## src/rtl/us_ip_tx.sv

```systemverilog
// IPv4 transmit framer: prepends a 20-byte IPv4 header to a 64-bit AXIS payload
// stream and realigns the payload by 4 bytes behind the destination address.
module us_ip_tx #(
  parameter logic [7:0] TTL     = 8'hFF,
  parameter logic [7:0] TOS     = 8'h00,
  parameter logic       DF_FLAG = 1'b1
) (
  input  logic        tx_axis_aclk,
  input  logic        tx_axis_areset,
  input  logic [63:0] ip_tx_axis_tdata,
  input  logic [7:0]  ip_tx_axis_tkeep,
  input  logic        ip_tx_axis_tvalid,
  input  logic        ip_tx_axis_tlast,
  input  logic        ip_tx_axis_tuser,
  output logic        ip_tx_axis_tready,
  input  logic [15:0] ip_tx_length,
  input  logic [7:0]  ip_tx_protocol,
  input  logic [31:0] local_ip_addr,
  input  logic [31:0] dst_ip_addr,
  output logic [63:0] mac_tx_axis_tdata,
  output logic [7:0]  mac_tx_axis_tkeep,
  output logic        mac_tx_axis_tvalid,
  output logic        mac_tx_axis_tlast,
  output logic        mac_tx_axis_tuser,
  input  logic        mac_tx_axis_tready
);

  typedef enum logic [2:0] {IDLE, HDR0, HDR1, HDR2, PAY, TAIL} state_t;

  state_t      state, state_n;
  logic [15:0] len_r, id_r, id_cnt, csum_r, csum_n;
  logic [7:0]  proto_r;
  logic [31:0] src_r, dst_r, held_data;
  logic [3:0]  held_keep;
  logic        user_r;
  logic        adv, take, load, last_accept;
  logic [63:0] data_n;
  logic [7:0]  keep_n;
  logic        last_n, user_n;
  logic [15:0] totlen, flags;
  logic [31:0] sum0, sum1, sum2;

  // Addresses are held as {a,b,c,d}; lane 0 carries 'a' on the wire.
  function automatic logic [31:0] wire_order(input logic [31:0] v);
    return {v[7:0], v[15:8], v[23:16], v[31:24]};
  endfunction

  function automatic logic [63:0] mask_lanes(input logic [63:0] d, input logic [7:0] k);
    logic [63:0] m;
    m = '0;
    for (int i = 0; i < 8; i++) m[i*8 +: 8] = k[i] ? d[i*8 +: 8] : 8'h00;
    return m;
  endfunction

  assign adv         = !mac_tx_axis_tvalid || mac_tx_axis_tready;
  assign take        = ip_tx_axis_tvalid && ip_tx_axis_tready;
  assign last_accept = mac_tx_axis_tvalid && mac_tx_axis_tready && mac_tx_axis_tlast;
  assign totlen      = len_r + 16'd20;
  assign flags       = {1'b0, DF_FLAG, 14'd0};

  always_comb begin
    sum0 = 32'({8'h45, TOS}) + 32'(totlen) + 32'(id_r) + 32'(flags)
         + 32'({TTL, proto_r}) + 32'(src_r[31:16]) + 32'(src_r[15:0])
         + 32'(dst_r[31:16]) + 32'(dst_r[15:0]);
    sum1 = {16'h0, sum0[15:0]} + {16'h0, sum0[31:16]};
    sum2 = {16'h0, sum1[15:0]} + {16'h0, sum1[31:16]};
    csum_n = ~sum2[15:0];
  end

  always_ff @(posedge tx_axis_aclk) begin
    // NOTE: sequential state uses non-blocking assignments so every flop samples pre-edge values.
    if (tx_axis_areset) state <= IDLE;
    else                state <= state_n;
  end

  always_comb begin
    // NOTE: every output of this block gets a default first so no path infers a latch.
    state_n           = state;
    ip_tx_axis_tready = 1'b0;
    load              = 1'b0;
    data_n            = '0;
    keep_n            = '0;
    last_n            = 1'b0;
    user_n            = 1'b0;
    unique case (state)
      IDLE: if (ip_tx_axis_tvalid && adv) state_n = HDR0;
      HDR0: if (adv) begin
        load    = 1'b1;
        data_n  = {flags[7:0], flags[15:8], id_r[7:0], id_r[15:8],
                   totlen[7:0], totlen[15:8], TOS, 8'h45};
        keep_n  = 8'hFF;
        state_n = HDR1;
      end
      HDR1: if (adv) begin
        load    = 1'b1;
        data_n  = {wire_order(src_r), csum_r[7:0], csum_r[15:8], proto_r, TTL};
        keep_n  = 8'hFF;
        state_n = HDR2;
      end
      HDR2: begin
        ip_tx_axis_tready = adv;
        if (ip_tx_axis_tvalid && adv) begin
          load   = 1'b1;
          data_n = {ip_tx_axis_tdata[31:0], wire_order(dst_r)};
          keep_n = {ip_tx_axis_tkeep[3:0], 4'hF};
          if (ip_tx_axis_tlast && ip_tx_axis_tkeep[7:4] == 4'h0) begin
            last_n  = 1'b1;
            user_n  = user_r || ip_tx_axis_tuser;
            state_n = IDLE;
          end else begin
            state_n = PAY;
          end
        end
      end
      PAY: begin
        ip_tx_axis_tready = adv;
        if (ip_tx_axis_tvalid && adv) begin
          load   = 1'b1;
          data_n = {ip_tx_axis_tdata[31:0], held_data};
          keep_n = {ip_tx_axis_tkeep[3:0], held_keep};
          if (ip_tx_axis_tlast) begin
            if (ip_tx_axis_tkeep[7:4] == 4'h0) begin
              last_n  = 1'b1;
              user_n  = user_r || ip_tx_axis_tuser;
              state_n = IDLE;
            end else begin
              state_n = TAIL;
            end
          end
        end
      end
      TAIL: if (adv) begin
        load    = 1'b1;
        data_n  = {32'h0, held_data};
        keep_n  = {4'h0, held_keep};
        last_n  = 1'b1;
        user_n  = user_r;
        state_n = IDLE;
      end
      default: state_n = IDLE;
    endcase
  end

  always_ff @(posedge tx_axis_aclk) begin
    if (tx_axis_areset) begin
      mac_tx_axis_tdata  <= '0;
      mac_tx_axis_tkeep  <= '0;
      mac_tx_axis_tvalid <= 1'b0;
      mac_tx_axis_tlast  <= 1'b0;
      mac_tx_axis_tuser  <= 1'b0;
      id_cnt             <= '0;
      id_r               <= '0;
      len_r              <= '0;
      proto_r            <= '0;
      src_r              <= '0;
      dst_r              <= '0;
      csum_r             <= '0;
      held_data          <= '0;
      held_keep          <= '0;
      user_r             <= 1'b0;
    end else begin
      if (last_accept) id_cnt <= id_cnt + 16'd1;
      // A previous packet's tlast may be accepted in the very cycle the next one is captured.
      if (state == IDLE && ip_tx_axis_tvalid && adv) begin
        len_r   <= ip_tx_length;
        proto_r <= ip_tx_protocol;
        src_r   <= local_ip_addr;
        dst_r   <= dst_ip_addr;
        id_r    <= id_cnt + {15'd0, last_accept};
        user_r  <= 1'b0;
      end
      if (state == HDR0) csum_r <= csum_n;
      if (take) begin
        held_data <= ip_tx_axis_tdata[63:32];
        held_keep <= ip_tx_axis_tkeep[7:4];
        user_r    <= user_r || ip_tx_axis_tuser;
      end
      if (load) begin
        mac_tx_axis_tdata  <= mask_lanes(data_n, keep_n);
        mac_tx_axis_tkeep  <= keep_n;
        mac_tx_axis_tvalid <= 1'b1;
        mac_tx_axis_tlast  <= last_n;
        mac_tx_axis_tuser  <= user_n;
      end else if (adv) begin
        mac_tx_axis_tdata  <= '0;
        mac_tx_axis_tkeep  <= '0;
        mac_tx_axis_tvalid <= 1'b0;
        mac_tx_axis_tlast  <= 1'b0;
        mac_tx_axis_tuser  <= 1'b0;
      end
    end
  end

endmodule
```

## config.mk

```make
export PLATFORM = sky130hd
export DESIGN_NAME = us_ip_tx
export DESIGN_NICKNAME = d
export VERILOG_FILES = /design/src/rtl/us_ip_tx.sv
export SDC_FILE = /design/constraint.sdc
export NUM_CORES = 1
export LEC_CHECK = 0
export CORE_MARGIN = 1
export CORE_UTILIZATION = 30
export DETAILED_ROUTE_END_ITERATION = 8
export PLACE_DENSITY = 0.55
export SYNTH_ARGS = -nofsm -noshare
export SYNTH_HDL_FRONTEND = slang
export SYNTH_SLANG_ARGS = --single-unit
```

## constraint.sdc

```tcl
create_clock -name tx_axis_aclk -period 9.12 [get_ports tx_axis_aclk]
set_clock_uncertainty 0.15 [all_clocks]
set_input_delay 1.824 -clock tx_axis_aclk [delete_from_list [all_inputs] [get_ports tx_axis_aclk]]
set_output_delay 1.824 -clock tx_axis_aclk [all_outputs]
set_load 0.03 [all_outputs]
```

==> out/qor.yml, run 1 <==
syn_inst: 1665
drc: 0
port_buffers: 241
clkTransAtPathRegs_ps: 60
max_cap_viol_count: 0
start_kind: "flip-flop"
p_clk_frac: 0.164
place_area_mm2: 0.0165
cts_tree: "done"
synth-edff-count: 0
crit_path_frequent_cell: "fa_1"
setup_tns_ps: 0
p_switching_mw: 4.01
final_area_mm2: 0.0177
syn_area_per_cell_um2: 8.21
antenna_found_initial: 1
setup_ws_ps: 593
grt_usage: 0.207
yosysTopAreaCell: "dfxtp_1"
tightest_slew_ps: 1010
wirelength_um: 48600
grt_use_met2: 0.327
clock-sinks: 251
hold_buffers: 0
synth_top_cell_area_share: 0.367
synth_area_mm2: 0.0137
core_mm2: 0.0446
die_w_um: 215
synthArstFlopShare: 0
clock.fmax_ghz: 0.117
htree_levels: 1
maxSlewHeadroom: 0.330
globalRouteMet3Util: 0.0421
rsz0062_at_grt: "no"
synth_common_cells: "nand2_1, dfxtp_1, a21oi_1"
ys_warn_count: 0
finalCritPeriodShare: 0.935
ant_nets: 0
finalSetupViolCount: 0
cp.required_ps: 9460
p_sw_frac: 0.497
grt.met1_usage: 0.283
cts-buffers-inserted: 30
netlist_top_cells_area: "dfxtp_1, fa_1, nand2_1"
dp.cells: 2408
drt-initial-drc-count: 1018
dr.pass1.iters: 9
root_buffer: "clkbuf_16"
die_height_um: 215
end_kind: "flip-flop"
multi_input_area_mm2: 0.00774
grt_pass1_wl_um: 74100
gp_congestion: 0.899
antennaDiodeCount: 0
yosys.cell_count.top_type: "nand2_1"
regArea_mm2: 0.00502
ir_drop_mv: 0.358
clkLatencyLatePin_ps: 570
synth_fp_nets: 1943
top_usage_layer: "met2"
cp_slowest_cell: "fa_1"
grt-ovfl-total: 0
synthToLayoutAreaGrowth_pct: 29.1
synth_flop_cell: "dfxtp_1"
status: "finished clean"
ys_types: 75
finalHoldViolCount: 0
grt_pass1_vias: 12400
nFillCells: 4532
dp_hpwl_um: 37000
critPathKind: "flip-flop to flip-flop"
std_cell_rows: 77
io-pin-count: 242
ys_ff_latch: 251
final_cells: 2464
critPathMaxFanout: 4
final_nets: 2126
dr_total_vias: 12400
start_util: 0.307
grt_max_degree: 103
worstPathArrival_ps: 8870
leakage_nw: 6.50
synth-seq-area-share: 0.367
reg2reg_slack_ps: 590
pre_cts_ws_ps: 539
drive_above_1_share: 0.0529
powerDensity_mw_per_mm2: 456
seqPwrFrac: 0.184
via_per_inst: 5.03
cpPeakStageDelay_ps: 570
dieArea_mm2: 0.0464
drv_slew: 0
p_comb_frac: 0.651
wl_per_cell_um: 19.7
hold_ws_ps: 300
hold_path.class: "flip-flop to flip-flop"
internal_power_mw: 4.05
cts_buffer_depth: 3
period_needed_ps: 8530
==> state kept, by name, indices dropped and copies added (netlist names), 4 cells and up <==
register and flops:
mac_tx_axis_tdata 64, dst_r 32, held_data 32, src_r 32
csum_r 16, id_cnt 16, id_r 16, len_r 16
mac_tx_axis_tkeep 8, proto_r 8, held_keep 4
==> cells in the final DEF (no fill, tap or decap), types with 31 or more instances in the layout <==
master,n
inv_1,147
clkdlybuf4s50_1,240
a21oi_1,168
nor2_1,82
dfxtp_1,251
nand2_1,371
xor2_1,35
o21ai_0,83
fa_1,71
clkbuf_16,31
a222oi_1,35
ha_1,41
xnor2_1,31
==> what timing repair did <==
| action | 4_1_cts | 5_1_grt |
|---|---|---|
| buffers inserted | 0 | 0 |
| resized for setup | 0 | 4 |
| hold endpoints to repair | 0 | 0 |
| endpoints found under the setup margin | 0 | 5 |
==> routing by layer <==
metal,routed length (um),up-vias
met2,21900,445
met1,21600,5896
met3,3580,76
met4,1470,0
li1,-,5986
met5,0,-
==> layout make-up <==
cell class              instances  area share
multi-input cells            1166       0.438
flip-flops and latches        251       0.285
repair buffers                252       0.141
clock buffers                  38      0.0477
well taps                     592      0.0420
inverters                     147      0.0313
clock inverters                18      0.0147
==> critical path: cells and delay by family, from the launching register on <==
kind,cells,cell delay [ps]
AOI/OAI and AO/OA,10,1990
DFF,1,420
buffers and inverters,5,410
and+or+nand+nor,9,1700
adders and majority gates,8,3490
xor gates and xnor gates,2,320
==> cell families after synthesis <==
group / synth area share
AOI/OAI and AO/OA: 0.193
xor gates and xnor gates: 0.0435
adders and majority gates: 0.141
buffers and inverters: 0.0712
DFF: 0.367
muxes: 0.00220
and+or+nand+nor: 0.181
==> power by group through the flow <==
stage,logic [mW],registers [mW],clock network [mW]
global route,5.80,1.51,1.40
detailed placement,5.13,1.51,0
global placement,5.19,1.50,0
floorplan,3.85,1.42,0
finish,5.25,1.48,1.32
CTS,5.19,1.49,1.35
==> through the flow <==
| stage | utilization | power (mW) |
|---|---|---|
| global route | 0.396 | 8.70 |
| finish | 0.396 | 8.05 |
| floorplan | - | 5.28 |
| CTS | 0.395 | 8.02 |
| detailed placement | 0.371 | 6.64 |
| global placement | 0.371 | 6.70 |
==> final timing paths <==
path / start / end / cells after the start
worst max-delay path: src_r[18] / csum_r[14] / 34
worst min-delay path: mac_tx_axis_tdata[59] / mac_tx_axis_tdata[59] / 2
worst max register to register: src_r[18] / csum_r[14] / 34
worst min register to register: mac_tx_axis_tdata[59] / mac_tx_axis_tdata[59] / 2
No activity file was read; power rests on OpenSTA's default activity.
==> run 2, diff against run 1 <==
--- a/config.mk
+++ b/config.mk
@@ -5,8 +5,11 @@
 export SDC_FILE = /design/constraint.sdc
 export NUM_CORES = 1
 export LEC_CHECK = 0
+export ABC_CLOCK_PERIOD_IN_PS = 9120
+export CAP_MARGIN = 20
 export CORE_MARGIN = 1
 export CORE_UTILIZATION = 30
+export CTS_CLUSTER_DIAMETER = 120
 export DETAILED_ROUTE_END_ITERATION = 8
 export PLACE_DENSITY = 0.55
 export SYNTH_ARGS = -nofsm -noshare
==> results of run 2 <==
No change in the layout: final DEF, timing and power equal those of run 1.
